## config.mk

```make
export PLATFORM = sky130hd
export DESIGN_NAME = instruction_fetch_queue
export DESIGN_NICKNAME = d
export VERILOG_FILES = /design/src/rtl/instruction_fetch_queue.sv
export SDC_FILE = /design/constraint.sdc
export NUM_CORES = 1
export LEC_CHECK = 0
export ABC_AREA = 1
export BUFFER_PORTS_ARGS = -buffer_cell sky130_fd_sc_hd__buf_2
export CAP_MARGIN = 20
export CELL_PAD_IN_SITES_DETAIL_PLACEMENT = 1
export CELL_PAD_IN_SITES_GLOBAL_PLACEMENT = 1
export CORE_MARGIN = 3
export CORE_UTILIZATION = 30
export DETAILED_ROUTE_END_ITERATION = 10
export PLACE_DENSITY_LB_ADDON = 0.08
export SLEW_MARGIN = 20
export SYNTH_ARGS = -nofsm -noshare
export SYNTH_HDL_FRONTEND = slang
export SYNTH_SLANG_ARGS = --single-unit
```

## constraint.sdc

```tcl
create_clock -name f_clk -period 12.34 [get_ports f_clk]
set_input_delay 1.851 -clock f_clk [delete_from_list [all_inputs] [get_ports f_clk]]
set_output_delay 1.851 -clock f_clk [all_outputs]
set_load 0.01 [all_outputs]
```

## src/rtl/instruction_fetch_queue.sv

```systemverilog
// Instruction fetch stage with a DEPTH-entry prefetch FIFO between memory and decode.
// Optional FETCH_BYPASS_EN: an ack into an empty queue issues directly, skipping the FIFO.
module instruction_fetch_queue #(
  parameter int                I_WIDTH  = 32,
  parameter int                A_WIDTH  = 32,
  parameter int                PC_WIDTH = 32,
  parameter int                DEPTH    = 4,
  parameter int                PC_STEP  = 4,
  parameter logic [PC_WIDTH-1:0] RESET_PC = '0
) (
  input  logic                       f_clk,
  input  logic                       f_rst,
  output logic                       o_syn,
  output logic [A_WIDTH-1:0]         o_addr_instr,
  input  logic                       i_ack,
  input  logic [I_WIDTH-1:0]         i_instr,
  input  logic                       change_pc,
  input  logic [PC_WIDTH-1:0]        alu_pc_value,
  input  logic                       i_stall,
  output logic [I_WIDTH-1:0]         o_instr,
  output logic [PC_WIDTH-1:0]        pc,
  output logic                       o_ce,
  output logic [$clog2(DEPTH):0]     o_count
);

  localparam int PW = $clog2(DEPTH);
  localparam int CW = PW + 1;
  localparam logic [CW-1:0] DEPTH_C = CW'(DEPTH);

  typedef enum logic [1:0] {IDLE, REQ, DROP} state_t;

  state_t              state, state_nx;
  logic [PC_WIDTH-1:0] fetch_pc, fetch_pc_nx;
  logic [PC_WIDTH-1:0] target, target_nx;
  logic [CW-1:0]       count, count_nx;
  logic [PW-1:0]       wr_ptr, rd_ptr;
  logic                push, pop, bypass;

  logic [I_WIDTH-1:0]  mem_instr [DEPTH];
  logic [PC_WIDTH-1:0] mem_pc    [DEPTH];

  // NOTE: every signal assigned in an always_comb gets a default first, so no path can infer a latch.
  always_comb begin
    pop = (count != '0) && !i_stall && !change_pc;
`ifdef FETCH_BYPASS_EN
    bypass = (state == REQ) && i_ack && (count == '0) && !i_stall && !change_pc;
`else
    bypass = 1'b0;
`endif
    push     = (state == REQ) && i_ack && !change_pc && !bypass;
    count_nx = change_pc ? '0 : count + CW'(push) - CW'(pop);

    state_nx    = state;
    fetch_pc_nx = fetch_pc;
    target_nx   = target;
    case (state)
      IDLE: begin
        if (change_pc)              fetch_pc_nx = alu_pc_value;
        else if (count < DEPTH_C)   state_nx    = REQ;
      end
      REQ: begin
        if (i_ack) begin
          fetch_pc_nx = change_pc ? alu_pc_value : fetch_pc + PC_WIDTH'(PC_STEP);
          state_nx    = (change_pc || count_nx < DEPTH_C) ? REQ : IDLE;
        end else if (change_pc) begin
          // The outstanding request must still complete; its data is thrown away in DROP.
          state_nx  = DROP;
          target_nx = alu_pc_value;
        end
      end
      DROP: begin
        if (change_pc) target_nx = alu_pc_value;
        if (i_ack) begin
          fetch_pc_nx = change_pc ? alu_pc_value : target;
          state_nx    = REQ;
        end
      end
      default: state_nx = IDLE;
    endcase
  end

  // NOTE: clocked state uses non-blocking assignments so every register samples pre-edge values.
  always_ff @(posedge f_clk or posedge f_rst) begin
    if (f_rst) begin
      state    <= IDLE;
      fetch_pc <= RESET_PC;
      target   <= '0;
      count    <= '0;
      wr_ptr   <= '0;
      rd_ptr   <= '0;
      o_ce     <= 1'b0;
      o_instr  <= '0;
      pc       <= '0;
    end else begin
      state    <= state_nx;
      fetch_pc <= fetch_pc_nx;
      target   <= target_nx;
      count    <= count_nx;
      if (change_pc) begin
        wr_ptr <= '0;
        rd_ptr <= '0;
      end else begin
        if (push) wr_ptr <= wr_ptr + 1'b1;
        if (pop)  rd_ptr <= rd_ptr + 1'b1;
      end
      o_ce <= pop || bypass;
      if (bypass) begin
        o_instr <= i_instr;
        pc      <= fetch_pc;
      end else if (pop) begin
        o_instr <= mem_instr[rd_ptr];
        pc      <= mem_pc[rd_ptr];
      end
    end
  end

  // NOTE: FIFO storage has no reset; occupancy and pointers alone decide which entries are valid.
  always_ff @(posedge f_clk) begin
    if (push) begin
      mem_instr[wr_ptr] <= i_instr;
      mem_pc[wr_ptr]    <= fetch_pc;
    end
  end

  assign o_syn        = (state != IDLE);
  assign o_addr_instr = A_WIDTH'(fetch_pc);
  assign o_count      = count;

endmodule

```

==> flow_summary.toml, run 1 <==
[hold_path]
hold_start = "o_instr[3]"
hold_path_class = "flip-flop to flip-flop"
worstHoldPathCells = 1
whs_endpoint = "o_instr[3]"

[global_route]
grt_pass1_vias = 12600
antenna_found_initial = 0
grt_pass1_wl_mm = 76.9
grt_max_degree = 87
overflow = 0
grt_util_all_layers = 0.167

[place]
gp_congestion = 0.728
hpwl_mm = 30.0
numPortBuffers = 169

[logic_synthesis]
ys_warn_count = 0
synth_top_area_share = 0.450
synth_top_area_cell = "edfxtp_1"
synthTopCellsByArea = "edfxtp_1 (45%), dfrtp_1 (20%), nand2_1 (6.8%)"
netlist_area_um2 = 17100
async_flop_share = 0.350
syn_inst = 1553
synth-main-ff-cell = "edfxtp_1"
yosysUniqueCellTypes = 40
synth_edf_count = 256
postSynthAreaPerCell_um2 = 11.0
syn-num-nets = 1634
ys_seq_area_frac = 0.652
ys_seq_elements = 394

[final_layout]
seqCellArea_um2 = 11100
syn2layout_area_growth_pct = 18.2
multi_input_area_um2 = 5300
fin_util = 0.362
fillerInstances = 6185
layout.nets = 1786
drive_gt1_frac = 0.199

[detailed_routing]
routed_wl_mm = 49.9
drt-initial-drc-count = 525
viasPerCell = 4.77
ant_nets = 0
drt_pre_antenna_iters = 5
route.detailed.drc = 0
routedWlPerCell_um = 20.0
vias = 11900

[sta]
drv_slew = 0
worstMarginPinSlew_ps = 1060
slew_headroom = 0.292
rsz0062_at_grt = "no"
finalCriticalPeriod_ps = 3770
fmax_mhz = 265
clock_skew_ps = 14.2
post-route-period-util = 0.305
hold_violations = 0
fin_tns_setup_ps = 0
setup_viol = 0

[clocking]
h-tree-depth = 2
clkLatencyLatePin_ps = 590
clock-sinks = 394
clk_path_buf_depth = 3
post-cts-setup-buffers = 0
cts_tree = "built"
clk_pin_slew_ps = 50
cts-root-buf = "clkbuf_16"
cts_buffers = 47
cts_hold_buf = 0
cts_resized = 0

[power_and_ir_drop]
p_switching_mw = 1.90
sw_frac_of_total = 0.374
power.share.clock = 0.272
p_per_area_nw_per_um2 = 252
leakage_nw = 8.03
p_int_mw = 3.18
pwr-share-seq = 0.403
share_comb_of_total_power = 0.324
peakVddDrop_mv = 0.109

[critical_path]
critPathArrivalTime_ps = 3980
cpPeakStageDelay_ps = 760
path_common_cell = "nand2_1"
r2r_start = "state[1]"
rrSetupSlack_ps = 8900
worstPathCellList = "buf_2 -> nand2_1 -> inv_1 -> nand2_1 -> nor2_4 -> buf_4"
r2r-end = "mem_pc[3][14]"
worstPathMaxFanout = 39
crit_slowest_cell = "nor2_4"
cp-start-kind = "input pin"
rr_worst_depth = 8
path_class = "input pin to flip-flop"
end_kind = "flip-flop"
required_ps = 12550

[die]
die_w_um = 245
die-area_um2 = 59900
die_height_um = 245
num_rows = 86
coreArea_um2 = 55700
start_util = 0.307
ios = 170

[flow_run]
drv_cap = 0

[run_status]
status = "completed"
## power by group through the flow
stage / sequential [mW] / clock (mW) / combinational, mW
floorplan: 2.01 / 0 / 1.08
global placement: 2.08 / 0 / 1.66
detailed placement: 2.09 / 0 / 1.70
CTS: 2.06 / 1.43 / 1.70
global route: 2.10 / 1.49 / 1.88
finish: 2.05 / 1.38 / 1.65
## cell families (layout without fill, tap and decap cells)
logic type / Yosys count / after routing / share of synthesized area
adder cells (fa/ha/maj): 12 / 12 / 0.00923
AO/OA/AOI/OAI: 335 / 335 / 0.106
flip-flops: 394 / 394 / 0.652
XOR/XNOR: 8 / 8 / 0.00410
buffers and inverters: 161 / 352 / 0.0403
multiplexers: 64 / 64 / 0.0529
AND/OR/NAND/NOR: 579 / 579 / 0.136
other: 0 / 2 / 0
## metal layers
| metal | share of wire | GRT usage |
|---|---|---|
| met1 | 0.46 | 0.220 |
| met2 | 0.48 | 0.289 |
| met3 | 0.037 | 0.0315 |
| met4 | 0.015 | 0.0333 |
| met5 | 0 | 0 |
## worst max-delay path, delay by kind of cell
family / cells / cell delay (ps)
buffers and inverters: 3 / 950
and+or+nand+nor: 3 / 1140
## sequential cells by signal, indices dropped and copies added, names as in the netlist, 3 cells and up
register      count
pc               32
o_instr          32
o_addr_instr     32
mem_pc          128
target           32
mem_instr       128
o_count           3
## layout by cell type (no fill, tap or decap), types with 3 or more instances in the layout
cell type,netlist,routed
a31oi_1,3,3
inv_2,4,3
clkbuf_1,48,12
dfrtp_1,138,136
mux2_4,49,49
buf_4,1,16
nor2_1,224,220
o211ai_1,4,4
edfxtp_1,256,256
nand2_1,310,310
o21ai_0,214,214
clkbuf_16,0,48
nand3_1,17,17
clkinv_1,1,10
o22ai_1,67,67
nand2_2,4,4
nor2_4,7,13
buf_2,27,169
mux2_2,15,15
bufinv_16,0,4
xor2_1,8,8
inv_1,72,71
a21boi_0,5,5
nand3b_1,7,7
o21ai_1,4,4
clkinv_2,0,10
a21oi_1,33,33
ha_1,11,10
## through the flow
stage	setup WS, ps	area, µm²	cells	total power [mW]	hold slack (ps)
finish	8570	20200	2494	5.08	503
global route	8350	20200	2492	5.47	522
CTS	8490	20200	2492	5.20	506
detailed placement	7850	18700	2404	3.79	489
global placement	7890	18700	2404	3.74	487
floorplan	6740	17100	1553	3.09	489
## Yosys cell counts, drive strengths merged (2+ instances only)
cell and count:
dfrtp 138, nand3 17, a21oi 33, a21boi 5, o21ai 218, a31oi 3
edfxtp 256, buf 35, mux2 64, nor3 2, inv 77, and2 2
clkbuf 48, o211ai 4, nand2 315, o22ai 67, xor2 8, nor2 235
ha 11, nand3b 7
## worst max path at each step
stage	startpoint	to	slack, ps	cells after the start
detailed placement	i_ack	mem_pc[3][9]	7850	6
floorplan	change_pc	mem_instr[0][0]	6740	5
global route	change_pc	state[0]	8350	15
finish	i_ack	mem_pc[3][14]	8570	6
global placement	i_ack	mem_pc[3][9]	7890	6
CTS	i_ack	mem_pc[3][14]	8490	6
## layout make-up
class	count	share of cell area
well taps	748	0.0463
flip-flops and latches	394	0.552
multi-input cells	998	0.262
clock inverters	26	0.0129
inverters	78	0.0150
clock buffers	62	0.0630
diodes	2	0.000248
repair buffers	186	0.0484
No activity file was read; power rests on OpenSTA's default activity.
==> inputs of run 2 (changes only) <==
- clock period: 12.34 -> 3.45 ns (I/O delays scaled with it)
==> run 2 against run 1 <==
Count of clock-buffer cells in the layout is 13 higher. Routed wire length rose by 1.3%. Clock skew down 1.7 ps. First-iteration DRC count fell by 5.1%. Sequential cell count stayed put. Utilization is 0.33 points higher. Largest cell class unchanged. Critical path type is now flip-flop to flip-flop.
==> flow_summary.toml, run 2 (synthesis gave the netlist of run 1 again) <==
[clocking]
h-tree-depth = 2
cts_resized = 0
cts_tree = "built"
post-cts-setup-buffers = 0
clk_pin_slew_ps = 60
clk_path_buf_depth = 3
cts-root-buf = "clkbuf_16"
clkLatencyLatePin_ps = 580
cts_hold_buf = 0
cts_buffers = 47
clock-sinks = 394

[place]
numPortBuffers = 169
hpwl_mm = 29.6
gp_congestion = 0.739

[global_route]
grt_pass1_wl_mm = 78.1
grt_pass1_vias = 12800
antenna_found_initial = 0
grt_util_all_layers = 0.169
overflow = 0
grt_max_degree = 68

[critical_path]
critPathArrivalTime_ps = 3360
required_ps = 3890
cp-start-kind = "flip-flop"
end_kind = "flip-flop"
path_class = "flip-flop to flip-flop"
worstPathMaxFanout = 6

[die]
die-area_um2 = 59900
coreArea_um2 = 55700
die_w_um = 245
die_height_um = 245
ios = 170
num_rows = 86
start_util = 0.307

[sta]
slew_headroom = 0.351
rsz0062_at_grt = "no"
fmax_mhz = 343
holdWs_ps = 69.9
post-route-period-util = 0.844
finalCriticalPeriod_ps = 2910
drv_slew = 0
fin_tns_setup_ps = 0
clock_skew_ps = 12.5
hold_violations = 0
setup_viol = 0
worstMarginPinSlew_ps = 972

[final_layout]
diodes = 0
final_common_cell = "nand2_1"
syn2layout_area_growth_pct = 19.3
layout.nets = 1793
largest_registers = "mem_instr: 128 flops, mem_pc: 128 flops"
fillerInstances = 6246
drive_gt1_frac = 0.202
most-common-layout-cells = "nand2_1 (310), edfxtp_1 (256), nor2_1 (220)"

[power_and_ir_drop]
peakVddDrop_mv = 0.351
leakage_nw = 8.11
p_per_area_nw_per_um2 = 900

[detailed_routing]
route.detailed.drc = 0
drt-initial-drc-count = 498
ant_nets = 0
drt_pre_antenna_iters = 4
vias = 11900
routed_wl_mm = 50.6
routedWlPerCell_um = 20.2
viasPerCell = 4.77

[hold_path]
hold_path_class = "input pin to async pin"

[run_status]
status = "completed"

[flow_run]
drv_cap = 0
==> run 2: changes by cell type in the layout (fill, tap and decap cells not counted), moves of 2 or more <==
cell | previous run | this run
buf_12 | 0 | 8
clkbuf_1 | 12 | 17
clkbuf_8 | 2 | 10
clkinv_1 | 10 | 5
clkinv_2 | 10 | 4
diode_2 | 2 | 0
==> run 2: report_power, final <==
| part | total, mW | internal [mW] | switching [mW] |
|---|---|---|---|
| clock network | 5.01 | 3.02 | 1.99 |
| logic | 6.07 | 2.30 | 3.78 |
| registers | 7.26 | 6.23 | 1.03 |
==> run 2: cell type report <==
class	instances	area, µm²	share of cell area
Tap cell	748	936	0.0459
Timing Repair Buffer	193	1130	0.0552
Inverter	78	302	0.0148
Multi-Input combinational cell	998	5300	0.260
Clock buffer	75	1400	0.0688
Clock inverter	13	175	0.00859
Sequential cell	394	11100	0.547
==> run 2: stage by stage <==
step	instance area (µm²)	total power, mW	setup slack, ps	instances	utilization
6_report	20400	18.3	538	2499	0.366
5_1_grt	20400	19.7	301	2499	0.366
4_1_cts	20400	18.7	510	2499	0.366
3_5_place_dp	18800	13.6	539	2411	0.337
3_3_place_gp	18800	13.5	596	2411	0.337
2_1_floorplan	17100	11.1	-812	1553	-
==> run 2: final timing paths <==
check / start / end / slack, ps / depth (start not counted)
max: state[1] / state[0] / 540 / 16
max reg2reg: state[1] / state[0] / 540 / 16
max in group asynchronous: f_rst / pc[19] / 2610 / 3
min reg2reg: o_instr[2] / o_instr[2] / 500 / 1
min: f_rst / o_instr[11] / 70 / 2
min in group f_clk: i_instr[2] / mem_instr[0][2] / 160 / 1
==> run 2: worst max-delay path: stages, from the launching register on <==
cell and delay [ps]:
dfrtp_1 400, inv_1 110, ha_1 240, nand2_1 90
inv_1 130, nand2_1 280, ha_1 370, inv_1 60
ha_1 140, inv_1 50, fa_1 380, nand3_1 110
nand3_1 80, inv_1 100, o211ai_1 80, nand3_1 80
o21ai_0 80
==> run 2: routing by layer <==
metal | track usage | routed length [µm] | vias to the layer above
met5 | 0 | 0 | -
met4 | 0.0479 | 1140 | 0
met3 | 0.0279 | 1790 | 71
met2 | 0.286 | 24300 | 179
met1 | 0.225 | 23400 | 5998
li1 | - | - | 5675
